<file path="config.mk">
export PLATFORM = sky130hd
export DESIGN_NAME = twiddle_gen
export DESIGN_NICKNAME = d
export VERILOG_FILES = /design/src/rtl/twiddle_gen.sv
export SDC_FILE = /design/constraint.sdc
export NUM_CORES = 1
export LEC_CHECK = 0
export BUFFER_PORTS_ARGS = -buffer_cell sky130_fd_sc_hd__buf_4
export CAP_MARGIN = 20
export CORE_MARGIN = 1
export CORE_UTILIZATION = 35
export CTS_CLUSTER_DIAMETER = 50
export DETAILED_ROUTE_END_ITERATION = 6
export PLACE_DENSITY = 0.53
export SYNTH_ARGS = -nofsm -noshare
export SYNTH_HDL_FRONTEND = slang
export SYNTH_SLANG_ARGS = --single-unit
export TNS_END_PERCENT = 20
</file>
<file path="constraint.sdc">
create_clock -name clk -period 10.8 [get_ports clk]
set_input_delay 1.62 -clock clk [delete_from_list [all_inputs] [get_ports clk]]
set_output_delay 1.62 -clock clk [all_outputs]
set_load 0.02 [all_outputs]
</file>
<file path="src/rtl/twiddle_gen.sv">
// Twiddle-factor generator for one radix-2 SDF DIF FFT stage.
// Quarter-wave cosine ROM plus symmetry; W = exp(-j2*pi*k/N) in Q1.16, 2-cycle latency.
module twiddle_gen #(
   parameter int LOG2N = 8,
   parameter int STAGE = 0
) (
   input  logic             clk,
   input  logic             rst,
   input  logic             in_valid,
   input  logic             in_sync,
   output logic [16:0]      WR,
   output logic [16:0]      WI,
   output logic             w_valid,
   output logic             w_last,
   output logic [LOG2N-2:0] k_out
);
   localparam int N  = 1 << LOG2N;
   localparam int Q  = N / 4;
   localparam int L  = N >> STAGE;
   localparam int KW = LOG2N - 1;
   localparam real PI = 3.14159265358979323846;
   localparam logic [LOG2N-1:0] LMASK = LOG2N'(L - 1);
   localparam logic [LOG2N-1:0] HALF  = LOG2N'(L / 2);
   localparam logic [LOG2N-1:0] HALFN = LOG2N'(N / 2);
   localparam logic [LOG2N-1:0] NLAST = LOG2N'(N - 1);
   localparam logic [KW-1:0]    QK    = KW'(Q);

   typedef logic [Q:0][15:0] rom_t;

   // cos(0) rounds to 65536, which does not fit 16 bits; clamp to 65535.
   function automatic rom_t rom_init();
      rom_t r;
      real  v;
      int   c;
      r = '0;
      for (int i = 0; i <= Q; i++) begin
         v = $cos(2.0 * PI * real'(i) / real'(N)) * 65536.0;
         c = $rtoi(v + 0.5);
         if (c > 65535) c = 65535;
         if (c < 0) c = 0;
         r[i[KW-1:0]] = c[15:0];
      end
      return r;
   endfunction

   localparam rom_t ROM = rom_init();

   logic [LOG2N-1:0] n, cur, p, kf;
   logic [KW-1:0]    k, addr_r, addr_i;
   logic             neg_r, last;

   logic [1:0]       vld_pipe;
   logic [KW-1:0]    k_s1, ar_s1, ai_s1;
   logic             neg_s1, last_s1;

   always_comb begin
      cur    = in_sync ? '0 : n;
      p      = cur & LMASK;
      kf     = '0;
      if (p >= HALF) kf = (p - HALF) << STAGE;
      k      = kf[KW-1:0];
      addr_r = k;
      addr_i = QK - k;
      neg_r  = 1'b0;
      // Second quadrant: fold onto the first via cos(pi - x) = -cos(x).
      if (k > QK) begin
         addr_r = KW'(HALFN - kf);
         addr_i = k - QK;
         neg_r  = 1'b1;
      end
      last   = (cur == NLAST);
   end

   always_ff @(posedge clk or negedge rst) begin
      if (!rst) begin
         n        <= '0;
         vld_pipe <= '0;
         k_s1     <= '0;
         ar_s1    <= '0;
         ai_s1    <= '0;
         neg_s1   <= 1'b0;
         last_s1  <= 1'b0;
      end else begin
         vld_pipe <= {vld_pipe[0], in_valid};
         if (in_valid) begin
            n       <= cur + LOG2N'(1);
            k_s1    <= k;
            ar_s1   <= addr_r;
            ai_s1   <= addr_i;
            neg_s1  <= neg_r;
            last_s1 <= last;
         end
      end
   end

   always_ff @(posedge clk or negedge rst) begin
      if (!rst) begin
         WR     <= '0;
         WI     <= '0;
         k_out  <= '0;
         w_last <= 1'b0;
      end else begin
         w_last <= vld_pipe[0] & last_s1;
         if (vld_pipe[0]) begin
            WR    <= neg_s1 ? -{1'b0, ROM[ar_s1]} : {1'b0, ROM[ar_s1]};
            WI    <= -{1'b0, ROM[ai_s1]};
            k_out <= k_s1;
         end
      end
   end

   assign w_valid = vld_pipe[1];
endmodule

</file>
=== After elaboration in Yosys (flattened, before gate mapping) ===
Memory sizes are Yosys's and may differ from the RTL's.
Cells that the tools add are included.

* Bits in registers: 75
* Bits of input ports: 4
* Memories kept: 2
* Word-level logic and storage cells: 34
* ROM bits: 4096

{| class="wikitable"
|+ Memories
! memory !! depth !! width !! read ports !! clocked after Yosys merged registers in !! wr ports !! RTL line !! source
|-
| (no name shown) || 128 || 16 || 1 || 0 || 0 || 106 || <nowiki>WI <= -{1'b0, ROM[ai_s1]};</nowiki>
|-
| (no name shown) || 128 || 16 || 1 || 0 || 0 || 105 || <nowiki>WR <= neg_s1 ? -{1'b0, ROM[ar_s1]} : {1'b0, ROM[ar_s1]};</nowiki>
|}

* Mux-type cells: 8
* Bitwise gates (word level): 1
* $add $sub $neg: 7
* Equality and inequality tests: 1
* Magnitude comparators: 4

{| class="wikitable"
|+ Operators with widths
! cell !! number
|-
| $neg 16->17 || 2
|-
| $mux 16 || 2
|-
| $mux 7 || 3
|-
| $mux 17 || 1
|-
| $lt 7x8->1 const B || 2
|-
| $add 8x1->8 const B || 1
|-
| $eq 8x8->1 const B || 1
|-
| $ge 8x8->1 const B || 1
|-
| $mux 8 || 1
|-
| $gt 7x7->1 const B || 1
|-
| $sub 1x7->7 const A || 1
|-
| $sub 7x1->7 const B || 1
|-
| $sub 7x7->7 const A || 1
|-
| $sub 7x7->7 const B || 1
|-
| $and 1x1->1 || 1
|-
| $mux 1 || 1
|}

=== Longest topological paths before layout ===
* Word-level depth: 5
* Depth in mapped cells: 13
* Gate-level depth less buffers: 12

=== Worst setup path after synthesis ===
Ideal clock, no wire load.

* Path kind: input port to flip-flop
* From: input in_sync
* To: register ai_s1[3]
* Required time: 10.663 ns
* Arrival time: 3.536 ns
* Setup time: 0.137 ns
* Stages on the path: 12
* Setup slack: 7.127 ns
* Path through: clkbuf_1 -> nor2b_1 -> nand2_1 -> ha_1 -> o21ai_0 -> nand2b_1 -> and3_1 -> clkbuf_1 -> nand3b_1 -> o21ai_0 -> a32oi_1 -> a21oi_1

* Longest elaborated chain between the ends: 5

{| class="wikitable"
|+ RTL lines
! what !! RTL line !! source
|-
| start: declaration || 10 || <nowiki>input logic in_sync,</nowiki>
|-
| $mux 8 * || 57 || <nowiki>cur = in_sync ? '0 : n;</nowiki>
|-
| $sub 7x1->7 / $ge 8x8->1 (equally long branches) || 60 || <nowiki>if (p >= HALF) kf = (p - HALF) << STAGE;</nowiki>
|-
| $mux 7 * || 60 ||
|-
| $sub 7x7->7 (tied with other cells) || 63 || <nowiki>addr_i = QK - k;</nowiki>
|-
| $mux 7 * || 66 || <nowiki>if (k > QK) begin</nowiki>
|-
| end signal: assignment || 89 || <nowiki>ai_s1 <= addr_i;</nowiki>
|-
| end: declaration || 53 || <nowiki>logic [KW-1:0] k_s1, ar_s1, ai_s1;</nowiki>
|}

Mark *: on every way between the ends. The rest lies on a longest branch, timed or not.
A chain may end at the register's enable or synchronous reset.

=== Final worst setup path ===
* From: register ar_s1[1]
* To: register WR[14]

* Longest elaborated chain between the ends: 4

{| class="wikitable"
|+ RTL lines
! what !! RTL line !! source
|-
| start: declaration || 53 ||
|-
| start signal: assignment || 88 || <nowiki>ar_s1 <= addr_r;</nowiki>
|-
| $mem_v2 128x16 * || - ||
|-
| $mux 16 (not written as such) * || 105 ||
|-
| $neg 16->17 || 105 ||
|-
| $mux 17 * || 105 ||
|-
| end signal: assignment || 105 ||
|-
| end: declaration || 11 || <nowiki>output logic [16:0] WR,</nowiki>
|}

Mark *: on every way between the ends. The rest lies on a longest branch, timed or not. The select of a mux whose other input is x is not followed.

==> reports/results.tsv <==
metric	value	unit
wl	21300	um
synth_ff_type	dfrtp_1	
switchingPower	300	uW
cts_max_path_buffers	2	
nNetsFinal	898	
dp_slack	6.95	ns
die_h	145	um
synth_cell_types	92	
clockRootBuffer	clkbuf_16	
pwr-share-comb	0.288	
end_kind	flip-flop	
critical_path_class	reg2reg	
dieArea	21100	um^2
dp_hpwl	14300	um
grt_pass1_wl	34100	um
cellPowerDensity	113	nW/um^2
vias	6704	
grt_max_degree	75	
overflow	0	
post_dp_cell_area	7490	um^2
antenna_found_initial	0	
max_slew_margin	0.371	
cts_sinks	73	
pwr-share-seq	0.372	
cp-start-kind	flip-flop	
globalplace.congestion	0.928	
synth_top_area_frac	0.254	
core-area	20200	um^2
hold_class	reg2reg	
power_frac_clock	0.340	
ios	47	
diodes	0	
slew_violations	0	
initial_utilization	0.356	
syn_to_final_growth	8.38	%
power.internal	582	uW
slowest_stage	dfrtp_1	
status	complete, no violations	
drive_gt1_frac	0.160	
grt_pass1_vias	6082	
hold_ws	0.495	ns
drc	0	
netSwitchingFraction	0.340	
ys_top_cells_by_count	dfrtp_1, nor2_1, a21oi_1, nand2_1, o21ai_0	
tritoncts	built	
synth_edf_count	0	
vdd_drop_max	0.0748	mV
arrival	4.19	ns
synth_seq_cells	73	
numCtsBuffers	9	
synth_area_leaders	dfrtp_1, a21oi_1, o21ai_0	
setup_viol	0	
seq_area_frac_synth	0.254	
grtUsageTotal	0.201	
fin_setup_tns	0	ns
fin_crit_sh	0.362	
fin_util	0.386	
die_width	145	um
critPathMaxFanout	21	
yosysTopAreaCell	dfrtp_1	
port_buffers	46	
fin_crit	3.91	ns
avgRoutedWirePerCell	18.6	um
stdcell_area	7780	um^2
dr.pass1.iters	5	
clk_pin_slew	0.06	ns
synthArstFlopShare	1.00	
drtIter0Drc	620	
cts_setup_buffers	0	
p_leak	0.00299	uW
syn_inst	885	
syn_nets	914	
finalHoldViolations	0	
worst_ep_required_time	11.08	ns
cp_slowest_stage_delay	0.81	ns
cap_violations	0	
rows	52	
syn_avg_cell_area	8.11	um^2
viasPerCell	5.86	
fmax	0.256	GHz
rsz0062_at_grt	no	
worst_slack	6.89	ns
synth_area	7180	um^2
ctsHoldBuffers	0	
cts_resized	0	
h-tree-depth	3	
worstPathCellList	inv_1, ha_1, nand2b_1, a21o_1, o211ai_1, a41oi_1, and4bb_2, nand3_2, or4_1, nand3_1	
clk-insertion-delay-late	0.34	ns
synth_warnings	0	
ant_nets	0	
worst_slew_pin_slew	0.944	ns
fin_skew	0.00626	ns
[layout by cell type (no fill, tap or decap), types with 11 or more instances in the layout]
cell      instances
inv_1            32
nor2b_1          29
ha_1             25
a21oi_1          72
nor3_1           14
mux2i_1          11
dfrtp_1          70
o211ai_1         17
mux2_2           22
nand2b_1         30
nand2_1          71
nor2_1           73
o21ai_0          67
buf_4            56
nand3_1          30
xnor2_1          24
a211oi_1         12
a31oi_1          14
[routing by layer]
layer  vias to the layer above  wire, um  GRT usage
li1                       3226         -          -
met1                      3201     10200      0.289
met2                       248      9320      0.300
met3                        29      1430     0.0453
met4                         0       380     0.0553
met5                         -         0          0
[final timing paths]
path                       startpoint        to  slack [ns]  depth (start not counted)
max reg2reg                  ar_s1[1]    WR[14]        6.89                         10
max in group asynchronous         rst  ar_s1[3]        8.70                          1
min                            WR[16]    WR[16]        0.50                          1
min reg2reg                    WR[16]    WR[16]        0.50                          1
min in group asynchronous         rst     WI[2]        1.41                          1
max                          ar_s1[1]    WR[14]        6.89                         10
[worst max-delay path, delay by kind of cell, from the launching register on]
family | cells | cell delay [ns]
AND/OR/NAND/NOR | 5 | 1.48
AO/OA/AOI/OAI | 3 | 0.77
flip-flops | 1 | 0.81
adder cells (fa/ha/maj) | 1 | 0.54
buffers and inverters | 1 | 0.23
[flip-flops by register name (all words and copies together), names as in the netlist]
name      count
w_last        1
vld_pipe      2
neg_s1        1
k_out         7
WI           17
ar_s1         6
k_s1          7
n             8
ai_s1         6
WR           17
last_s1       1
[logic make-up after synthesis]
family                   synth area share
AND/OR/NAND/NOR                     0.225
AO/OA/AOI/OAI                       0.269
buffers and inverters              0.0812
flip-flops                          0.254
multiplexers                       0.0849
XOR/XNOR                           0.0403
adder cells (fa/ha/maj)            0.0450
[power groups by stage]
stage	sequential, uW	combinational [uW]	clock, uW
after floorplan	343	166	0
after global placement	333	254	0
after detailed placement	333	253	0
after CTS	328	254	309
after global routing	332	277	319
final	328	254	299
[area by class of cell]
| class | count | area (um^2) |
|---|---|---|
| clock buffer | 9 | 225 |
| clock inverter | 7 | 70.1 |
| fill | 2110 | 12400 |
| inverter | 34 | 128 |
| multi-input combinational | 695 | 4770 |
| sequential | 73 | 1830 |
| tap | 270 | 338 |
| timing repair buffer | 56 | 420 |
[through the flow]
stage | total power [uW] | std cells
after floorplan | 509 | 885
after global placement | 586 | 1128
after detailed placement | 586 | 1128
after CTS | 891 | 1144
after global routing | 929 | 1144
final | 882 | 1144
No activity file was read; power rests on OpenSTA's default activity.
